$ cat src/rtl/uart_stream_arb_pkg.sv
// Shared state type, default pad byte and round-robin helper for the UART stream arbiter.
package uart_arb_pkg;

  typedef enum logic [1:0] {IDLE, PASS, ABORT} arb_state_t;

  localparam logic [7:0] DEFAULT_PAD_BYTE = 8'h00;

  // Scans ptr+1, ptr+2, ... modulo num (2..16) and returns the first requester seen.
  function automatic logic [3:0] next_rr(input logic [15:0] req, input logic [3:0] ptr,
                                         input int num);
    logic [3:0] win;
    int         cand;
    win = ptr;
    for (int k = 16; k >= 1; k--) begin
      if (k <= num) begin
        cand = int'(ptr) + k;
        if (cand >= num) cand = cand - num;
        if (req[cand[3:0]]) win = cand[3:0];
      end
    end
    return win;
  endfunction

endpackage

$ cat src/rtl/uart_stream_arb_rr_pick.sv
// Combinational priority rotator: lowest-distance requester after ptr wins.
module rr_pick
  import uart_arb_pkg::*;
#(
  parameter int NUM_IN = 4
) (
  input  logic [NUM_IN-1:0]         req,
  input  logic [$clog2(NUM_IN)-1:0] ptr,
  output logic [$clog2(NUM_IN)-1:0] idx,
  output logic                      any
);

  localparam int PW = $clog2(NUM_IN);

  logic [3:0] win;

  always_comb begin
    win = next_rr(16'(req), 4'(ptr), NUM_IN);
  end

  assign idx = PW'(win);
  assign any = |req;

endmodule

$ cat src/rtl/uart_stream_arb.sv
// Packet-atomic round-robin arbiter merging NUM_IN byte streams onto the host UART stream.
// A granted source that stalls too long is cut off with a pad byte carrying eop.
module uart_stream_arb
  import uart_arb_pkg::*;
#(
  parameter int         NUM_IN      = 4,
  parameter int         TIMEOUT_CYC = 1024,
  parameter logic [7:0] PAD_BYTE    = DEFAULT_PAD_BYTE
) (
  input  logic                      i_clk,
  input  logic                      i_rst_n,
  input  logic [NUM_IN*8-1:0]       i_axi_dat,
  input  logic [NUM_IN-1:0]         i_axi_val,
  input  logic [NUM_IN-1:0]         i_axi_sop,
  input  logic [NUM_IN-1:0]         i_axi_eop,
  output logic [NUM_IN-1:0]         i_axi_rdy,
  output logic [7:0]                o_axi_dat,
  output logic                      o_axi_val,
  output logic                      o_axi_sop,
  output logic                      o_axi_eop,
  input  logic                      o_axi_rdy,
  output logic [NUM_IN-1:0]         o_grant,
  output logic                      o_timeout,
  output logic                      o_err_sop,
  output logic [$clog2(NUM_IN)-1:0] o_abort_src
);

  localparam int          PW         = $clog2(NUM_IN);
  localparam bit          TIMEOUT_EN = (TIMEOUT_CYC != 0);
  localparam logic [15:0] CNT_LIMIT  = 16'(TIMEOUT_CYC - 1);

  arb_state_t        state;
  logic [PW-1:0]     rr_ptr;
  logic [PW-1:0]     gidx;
  logic [PW-1:0]     pick_idx;
  logic              pick_any;
  logic [NUM_IN-1:0] pick_onehot;
  logic [15:0]       idle_cnt;
  logic              first_beat;
  logic              slice_free;
  logic              accept;
  logic              g_val;
  logic              g_sop;
  logic              g_eop;
  logic [7:0]        g_dat;

  rr_pick #(.NUM_IN(NUM_IN)) u_pick (
    .req (i_axi_val),
    .ptr (rr_ptr),
    .idx (pick_idx),
    .any (pick_any)
  );

  always_comb begin
    pick_onehot           = '0;
    pick_onehot[pick_idx] = 1'b1;
  end

  assign slice_free = ~o_axi_val | o_axi_rdy;
  assign g_val      = i_axi_val[gidx];
  assign g_sop      = i_axi_sop[gidx];
  assign g_eop      = i_axi_eop[gidx];
  assign g_dat      = i_axi_dat[gidx*8 +: 8];
  assign accept     = (state == PASS) && g_val && slice_free;
  assign i_axi_rdy  = ((state == PASS) && slice_free) ? o_grant : '0;

  // Only a granted source with val low ages the stall counter; back-pressure never does.
  always_ff @(posedge i_clk) begin
    if (!i_rst_n) begin
      state       <= IDLE;
      rr_ptr      <= PW'(NUM_IN - 1);
      gidx        <= '0;
      idle_cnt    <= '0;
      first_beat  <= 1'b0;
      o_axi_dat   <= '0;
      o_axi_val   <= 1'b0;
      o_axi_sop   <= 1'b0;
      o_axi_eop   <= 1'b0;
      o_grant     <= '0;
      o_timeout   <= 1'b0;
      o_err_sop   <= 1'b0;
      o_abort_src <= '0;
    end else begin
      o_timeout <= 1'b0;
      if (slice_free) o_axi_val <= 1'b0;
      case (state)
        IDLE: begin
          if (pick_any) begin
            o_grant    <= pick_onehot;
            rr_ptr     <= pick_idx;
            gidx       <= pick_idx;
            idle_cnt   <= '0;
            first_beat <= 1'b1;
            state      <= PASS;
          end
        end
        PASS: begin
          if (accept) begin
            o_axi_dat  <= g_dat;
            o_axi_sop  <= g_sop;
            o_axi_eop  <= g_eop;
            o_axi_val  <= 1'b1;
            idle_cnt   <= '0;
            first_beat <= 1'b0;
            if (first_beat && !g_sop) o_err_sop <= 1'b1;
            if (g_eop) begin
              o_grant <= '0;
              state   <= IDLE;
            end
          end else if (!g_val) begin
            if (TIMEOUT_EN && (idle_cnt == CNT_LIMIT)) state <= ABORT;
            else if (idle_cnt != 16'hFFFF) idle_cnt <= idle_cnt + 16'd1;
          end
        end
        ABORT: begin
          if (slice_free) begin
            o_axi_dat   <= PAD_BYTE;
            o_axi_sop   <= 1'b0;
            o_axi_eop   <= 1'b1;
            o_axi_val   <= 1'b1;
            o_timeout   <= 1'b1;
            o_abort_src <= gidx;
            o_grant     <= '0;
            state       <= IDLE;
          end
        end
        default: state <= IDLE;
      endcase
    end
  end

endmodule

$ cat config.mk
export PLATFORM = sky130hd
export DESIGN_NAME = uart_stream_arb
export DESIGN_NICKNAME = d
export VERILOG_FILES = /design/src/rtl/uart_stream_arb_pkg.sv /design/src/rtl/uart_stream_arb_rr_pick.sv /design/src/rtl/uart_stream_arb.sv
export SDC_FILE = /design/constraint.sdc
export NUM_CORES = 1
export LEC_CHECK = 0
export CAP_MARGIN = 20
export CORE_AREA = 2 2 78 80
export DETAILED_ROUTE_END_ITERATION = 10
export DIE_AREA = 0 0 80 82
export GPL_TIMING_DRIVEN = 0
export PLACE_DENSITY = 0.88
export SLEW_MARGIN = 20
export SYNTH_ARGS = -nofsm -noshare
export SYNTH_HDL_FRONTEND = slang
export SYNTH_HIERARCHICAL = 1
export SYNTH_SLANG_ARGS = --single-unit
$ cat constraint.sdc
create_clock -name i_clk -period 2.9 [get_ports i_clk]
set_input_delay 0.435 -clock i_clk [delete_from_list [all_inputs] [get_ports i_clk]]
set_output_delay 0.435 -clock i_clk [all_outputs]
set_load 0.03 [all_outputs]
==> results.toml, run 1 <==
[pwr]
finalPower_w = 0.002808
powerDensity_nw_per_um2 = 786.4
p_leak_nw = 1.274
peakVddDrop_v = 0.0003629

[drt]
route.met3.wl_um = 539
route.met2.wl_um = 3560
drc = 0
wirelength_um = 7082
drt_iter0_markers = 207
dr.pass1.iters = 4
vias = 2605
via_per_inst = 5.880
topRoutingLayerUsed = "met4"
met1_length_um = 2847
drtAntennaViolNets = 0
wl_per_cell_um = 15.99

[clock_tree]
clockRootBuffer = "clkbuf_8"
clk_pin_slew_ns = 0.08
post_cts_buffers = 0
hold_buffers = 0
clock_path_buffers = 2
cts_made_buffers = 5
clock_sinks = 42
insertion_delay_ns = 0.30
cts-htree-levels = 2
cts_tree = "done"

[critical_path]
crit_chain = "clkdlybuf4s50_1 > or4_1 > mux2i_4 > o21bai_1 > buf_4 > a21oi_1 > o2bb2a_2"
critPathSlowestCell = "or4_1"
path_max_fanout = 10
critPathMaxStageDelay_ns = 0.72
start_kind = "input pin"
crit_type = "in2reg"
required_ns = 3.10
cp.arrival_ns = 2.89
cp-end-kind = "register"

[synthesis]
ys_types = 57
yosysSeqAreaShare_pct = 31.28
syn_area_um2 = 2688
syn_avg_cell_area_um2 = 9.204
synth_edf_count = 0
syn_inst = 292
syn-num-nets = 349
synthFlopType = "dfxtp_1"
yosys_warnings = 6
ys_seq_elements = 42
synthArstFlopShare_pct = 0

[layout]
syn_to_final_growth_pct = 32.87
utilization_pct = 62.15
regArea_um2 = 840.8
final_layout_size_suffix_gt1_share_pct = 10.33
n_fill_cell = 483
multi_input_area_um2 = 1739
n_antenna_cell = 0
finalNetCount = 424

[job]
drv_cap = 0

[grt]
grt_start_max_net_pins = 14
overflow = 0
grt_pass1_wl_um = 11460
antenna_found_initial = 0
grt_pass1_vias = 2480
grt_usage_pct = 22.19

[timing]
worst_pin_slew_ns = 0.7917
rsz0062_at_grt = "false"
setup-violations-final = 0
relSlewSlack_pct = 47.22
post-route-period-util_pct = 92.80
max_freq_ghz = 0.3716
hold_violations = 0
slew_viol_final = 0
fin_crit_ns = 2.691
fin_skew_ns = 0.007095

[die]
io_pins = 70
fp.dieW_um = 80
core-area_um2 = 5746
rows = 28
initial_core_util_pct = 46.78
die_h_um = 82
fp.dieArea_um2 = 6560

[placement]
portBuffers = 68
place.detailed.hpwl_um = 5489
gp_congestion = 0.8726

[status]
status = "complete, no violations"

[hold_path]
hold_class = "reg2reg"
power breakdown:
part / internal, W / switching (W) / total, W / leakage (nW)
Sequential: 0.000687 / 0.0000798 / 0.000767 / 0.341
Combinational: 0.000698 / 0.000942 / 0.00164 / 0.885
Clock: 0.000191 / 0.000209 / 0.000401 / 0.0472
cell type report:
class                   instances  share of cell area [%]
plain buffers                  18                   2.558
multi-input cells             224                   48.70
inverters                       8                  0.8409
repair buffers                 68                   19.06
well taps                      75                   2.628
flip-flops and latches         42                   23.55
clock buffers                   6                   2.313
clock inverters                 2                  0.3504
worst max-delay path, delay by kind of cell:
family | cells | cell delay, ns
buffers and inverters | 2 | 0.75
muxes | 1 | 0.35
AOI/OAI and AO/OA | 3 | 0.62
and+or+nand+nor | 1 | 0.72
metrics by stage:
step	instances	worst slack, ns	hold WS, ns	area (um^2)	TNS (ns)
4_1_cts	443	0.07862	0.4736	3561	0
2_1_floorplan	292	0.4758	0.4605	2688	0
3_5_place_dp	435	-0.3753	0.4550	3462	-4.290
5_1_grt	443	0.07240	0.5156	3571	0
3_3_place_gp	435	-0.3320	0.4502	3462	-3.608
6_report	443	0.2089	0.4681	3571	0
final timing paths:
kind,start,to,slack [ns],depth (start not counted)
worst max-delay path,i_axi_val[3],idle_cnt[11],0.21,7
worst min-delay path,o_err_sop,o_err_sop,0.47,1
worst max register to register,rr_ptr[0],o_grant[0],0.39,8
worst min register to register,o_err_sop,o_err_sop,0.47,1
cells in the final DEF (no fill, tap or decap), drive strengths merged, types with 3 or more instances in the layout:
cell	n
ha	10
or4	4
and3	9
nand2	27
nand2b	4
clkbuf	16
inv	8
nand4	6
nor2b	13
o21ai	6
and4	3
nor2	10
a22oi	11
o211ai	4
mux2i	14
o31ai	3
dfxtp	42
buf	8
clkdlybuf4s50	68
mux4	12
or3	3
a21boi	9
nor4	3
a21oi	15
nand3b	7
nand3	19
cells by family (layout without fill, tap and decap cells):
logic type,count (synthesis),after routing,share of synthesized area (%)
fa+ha+maj,10,10,4.655
xor+xnor,3,3,0.9778
mux,28,28,16.11
buf+inv,26,102,4.469
simple gates,117,117,24.72
compound gates,66,66,17.78
flops,42,42,31.29
synthesized netlist by cell type, types with 9 or more instances:
master    count  share of area (%)
ha_1         10                4.7
a22oi_1      11                3.1
dfxtp_1      42                 31
nand2_1      27                3.8
mux2i_1      14                5.2
nor2b_1      13                3.0
mux4_2       12                 10
a21oi_1      15                2.8
nand3_1      19                3.5
clkbuf_1     10                1.4
and3_1        9                2.1
nor2_1        9                1.3
what timing repair did:
action | CTS | global route
pin swaps | 0 | 0
gates resized for setup | 1 | 3
endpoints found under the setup margin | 7 | 16
routing by layer:
layer | track usage [%] | up-vias
met5 | 0 | -
met4 | 7.966 | 0
met3 | 3.956 | 15
met2 | 41.83 | 102
met1 | 24.93 | 1232
li1 | - | 1256
flip-flops by register name, indices dropped and copies added (netlist names):
register     cells
o_grant          4
gidx             2
idle_cnt        16
o_axi_dat        8
o_err_sop        1
o_axi_sop        1
first_beat       1
o_axi_eop        1
state            2
o_abort_src      2
o_axi_val        1
rr_ptr           2
o_timeout        1
Note: power is estimated with default switching activity, not from simulation.
==> inputs of run 2 (changes only) <==
Settings changed: CORE_AREA 2 2 78 80 to 5 5 81 83, DIE_AREA 0 0 80 82 to 0 0 86 88.
==> run 2 against run 1 <==
Fmax is 2.8% lower. Core utilization is 0.40 points lower. Die area increased by 15%. Count of clock-buffer cells in the layout stayed put. Sequential power up 0.5%. Clock skew about the same. Combinational power hardly changed. Via count down 1.0%. Register-to-register slack got worse by 0.02 ns. Non-clock buffer count did not move. First-iteration DRC count is 32% higher. Flip-flop and latch count stayed put.
==> results.toml, run 2 (synthesized netlist as in run 1, its figures left out) <==
[status]
status = "complete, no violations"

[grt]
grt_pass1_vias = 2625
grt_start_max_net_pins = 14
overflow = 0
grt_pass1_wl_um = 12400
antenna_found_initial = 0
grt_usage_pct = 19.96

[timing]
worst_hold_slack_ns = 0.4684
post-route-period-util_pct = 95.46
worst_pin_slew_ns = 0.7426
relSlewSlack_pct = 50.49
rsz0062_at_grt = "false"
hold_violations = 0
fin_setup_tns_ns = 0
slew_viol_final = 0
fin_skew_ns = 0.007551
setup-violations-final = 0
fin_crit_ns = 2.768
max_freq_ghz = 0.3612

[layout]
regArea_um2 = 840.8
n_antenna_cell = 0
final_common_cell = "clkdlybuf4s50_1"
fin_cells = 443
reg.largest.list = "idle_cnt x16, o_axi_dat x8, o_grant x4"
largest-register = "idle_cnt"
largest_reg_flops = 16
most-common-layout-cells = "clkdlybuf4s50_1, dfxtp_1, nand2_1"
n_fill_cell = 495
multi_input_area_um2 = 1739
final_layout_size_suffix_gt1_share_pct = 10.05
finalNetCount = 424
syn_to_final_growth_pct = 32.82

[clock_tree]
clock_path_buffers = 2
post_cts_buffers = 0
hold_buffers = 0
insertion_delay_ns = 0.30
cts_tree = "done"
cts_made_buffers = 5
clockRootBuffer = "clkbuf_8"
cts-htree-levels = 2
clk_pin_slew_ns = 0.08
clock_sinks = 42

[pwr]
powerDensity_nw_per_um2 = 784.8
peakVddDrop_v = 0.0003169
p_leak_nw = 1.271
finalPower_w = 0.002801

[hold_path]
hp-start = "o_err_sop"
hold_class = "reg2reg"

[drt]
drc = 0
wirelength_um = 7254
dr.pass1.iters = 4
drt_iter0_markers = 273
via_per_inst = 5.819
drtAntennaViolNets = 0
vias = 2578
wl_per_cell_um = 16.37

[die]
rows = 28
die_h_um = 88
io_pins = 70
fp.dieArea_um2 = 7568
fp.dieW_um = 86
initial_core_util_pct = 46.49
core-area_um2 = 5781

[placement]
gp_congestion = 0.8847
portBuffers = 68
place.detailed.hpwl_um = 5518
dp.cells = 435

[critical_path]
path_max_fanout = 10
rr_startpoint = "rr_ptr[0]"
crit_type = "in2out"
worstSetupStartpoint = "o_axi_rdy"
cp-end-kind = "primary output"
start_kind = "input pin"
cp.arrival_ns = 2.33
required_ns = 2.47

[job]
drv_cap = 0
-- run 2: layout make-up --
type | count | share of cell area [%]
Clock buffer | 6 | 2.313
Clock inverter | 2 | 0.3505
Timing Repair Buffer | 68 | 19.07
Tap cell | 75 | 2.629
Multi-Input combinational cell | 224 | 48.72
Sequential cell | 42 | 23.55
Buffer | 18 | 2.524
Inverter | 8 | 0.8412
-- run 2: report_power, final --
| group | internal (W) | total, W | leakage, nW | switching, W |
|---|---|---|---|---|
| Sequential | 0.000687 | 0.000771 | 0.341 | 0.0000838 |
| Combinational | 0.000697 | 0.00163 | 0.883 | 0.000933 |
| Clock | 0.000191 | 0.000400 | 0.0472 | 0.000209 |
| Total | 0.00158 | 0.00280 | 1.27 | 0.00123 |
-- run 2: worst max-delay path, stage by stage --
cell             delay (ns)
clkdlybuf4s50_1        0.46
nand2b_1               0.19
clkbuf_1               0.36
and3_1                 0.22
clkdlybuf4s50_1        0.66
-- run 2: path summary, 6_finish.rpt --
path,to,slack (ns),cells after the start
setup / recovery,i_axi_rdy[0],0.13,5
hold / removal,o_err_sop,0.47,1
setup reg to reg,o_grant[0],0.37,8
hold reg to reg,o_err_sop,0.47,1
-- run 2: timing repair --
item,CTS,global route
gates cloned,0,0
endpoints found under the setup margin,1,1
gates resized for setup,1,1
-- run 2: stage by stage --
stage / worst slack [ns] / instance area, um^2 / util [%]
after floorplan: 0.4758 / 2688 / -
after global placement: -0.3010 / 3462 / 59.89
after detailed placement: -0.3350 / 3462 / 59.89
after CTS: 0.1331 / 3561 / 61.60
after global routing: 0.005189 / 3570 / 61.75
final: 0.1317 / 3570 / 61.75
-- run 2: layer usage --
metal  part of all wire (%)  track usage [%]
met1                     41            23.05
met2                     50            36.65
met3                    8.0            5.080
met4                    1.4            5.180
met5                      0                0
==> inputs of run 3 (changes only) <==
Settings changed: CORE_AREA 5 5 81 83 to 5 5 77 86, DIE_AREA 0 0 86 88 to 0 0 82 91, PLACE_DENSITY 0.88 to 0.89.
==> run 3 against run 2 <==
Register-to-register slack got worse by 0.11 ns. Critical endpoint unchanged. Count of clock-buffer cells in the layout unchanged. Worst setup slack got worse by 0.044 ns. Highest routed layer unchanged. Clock power increased by 19%.
==> results.toml, run 3 (synthesized netlist as in run 1, its figures left out) <==
[timing]
rsz0062_at_grt = "false"
worst_pin_slew_ns = 0.7645
fin_crit_ns = 2.812
worst_hold_slack_ns = 0.4685
fin_setup_tns_ns = 0
slew_viol_final = 0
fin_skew_ns = 0.006878
relSlewSlack_pct = 49.03
post-route-period-util_pct = 96.98
setup-violations-final = 0
hold_violations = 0
max_freq_ghz = 0.3556

[die]
fp.dieArea_um2 = 7462
fp.dieW_um = 82
core-area_um2 = 5660
die_h_um = 91
initial_core_util_pct = 47.48
rows = 29
io_pins = 70

[grt]
grt_start_max_net_pins = 13
top_usage_layer = "met2"
grt_usage_pct = 19.64
met3_usage_pct = 4.950
grt_pass1_wl_um = 11720
grt_pass1_vias = 2515
grt_use_met1_pct = 21.98
grtUsageMet2_pct = 36.12
overflow = 0
antenna_found_initial = 0

[placement]
portBuffers = 68
place.detailed.hpwl_um = 5811
placed_cell_area_um2 = 3465
gp_congestion = 0.8519

[critical_path]
critPathMaxStageDelay_ns = 0.67
cp.arrival_ns = 2.38
crit_chain = "clkdlybuf4s50_1 > nand2b_1 > clkbuf_1 > and3_1 > clkdlybuf4s50_1"
cp_common_cell = "clkdlybuf4s50_1"
start_kind = "input pin"
crit_buf_inv = 3
cp-end-kind = "primary output"
path_max_fanout = 10
required_ns = 2.47
critPathSlowestCell = "clkdlybuf4s50_1"
crit_type = "in2out"
cpLargestDelayFamily = "buffers and inverters"

[hold_path]
hold_class = "reg2reg"

[drt]
vias = 2610
drt_iter0_markers = 149
dr.pass1.iters = 5
drtAntennaViolNets = 0
wl_per_cell_um = 16.97
via_per_inst = 5.878
wirelength_um = 7535
drc = 0

[layout]
finalNetCount = 424
n_antenna_cell = 0
syn_to_final_growth_pct = 33.57
finish.instance_area_um2 = 3590
final_common_cell = "clkdlybuf4s50_1"
final_layout_size_suffix_gt1_share_pct = 9.809
most-common-layout-cells = "clkdlybuf4s50_1, dfxtp_1, nand2_1"
reg.largest.list = "idle_cnt x16, o_axi_dat x8, o_grant x4"
largest_reg_flops = 16
largest-register = "idle_cnt"

[clock_tree]
cts_made_buffers = 5
clk_pin_slew_ns = 0.07
cts-htree-levels = 2
insertion_delay_ns = 0.30
post_cts_buffers = 0
clockRootBuffer = "clkbuf_8"
clock_sinks = 42
cts_tree = "done"
clock_path_buffers = 2

[status]
status = "complete, no violations"

[pwr]
powerDensity_nw_per_um2 = 805.8
peakVddDrop_v = 0.0003319
p_leak_nw = 1.281

[job]
drv_cap = 0
[run 3: stage by stage]
stage,std cells,total power [W],setup WS [ns],utilization [%]
2_1_floorplan,292,0.001902,0.4758,-
3_3_place_gp,437,0.002320,-0.3078,61.21
3_5_place_dp,437,0.002390,-0.3620,61.21
4_1_cts,444,0.002882,0.1080,63.26
5_1_grt,444,0.003082,0.01192,63.42
6_report,444,0.002893,0.08771,63.42
[run 3: final cells by class]
type	instances	area [um^2]
plain buffers	18	90.09
clock buffers	6	82.58
clock inverters	1	30.03
fillers	468	2071
inverters	8	30.03
multi-input cells	224	1739
flip-flops and latches	42	840.8
well taps	77	96.34
repair buffers	68	680.7
[run 3: repair_timing]
item,CTS,global route
gates resized for setup,1,1
hold buffers,0,0
setup endpoints to repair,2,5
[run 3: worst paths after layout]
kind                                     start  slack (ns)  depth (start not counted)              to
worst min-delay path            o_abort_src[1]        0.47                          2  o_abort_src[1]
worst min register to register  o_abort_src[1]        0.47                          2  o_abort_src[1]
worst max-delay path                 o_axi_rdy        0.09                          5    i_axi_rdy[0]
worst max register to register       rr_ptr[0]        0.26                          8      o_grant[1]
[run 3: report_power, final]
part	total (W)	switching, W	leakage (nW)	internal, W
clock	0.000475	0.000200	0.0573	0.000276
combinational	0.00164	0.000948	0.883	0.000697
sequential	0.000772	0.0000853	0.341	0.000687
total	0.00289	0.00123	1.28	0.00166
[run 3: per-layer routing]
metal,up-vias,part of all wire [%],wire length (um)
met4,0,1.4,103
met5,-,0,0
met1,1251,39,2961
li1,1248,-,-
met3,10,8.5,639
met2,101,51,3831
[run 3: worst reg2reg max path, stage by stage (launching register included)]
cell,delay [ns]
dfxtp_1,0.47
buf_6,0.18
inv_1,0.06
ha_1,0.36
mux4_2,0.33
a32oi_1,0.26
xnor2_1,0.25
or4b_1,0.46
a21boi_0,0.19
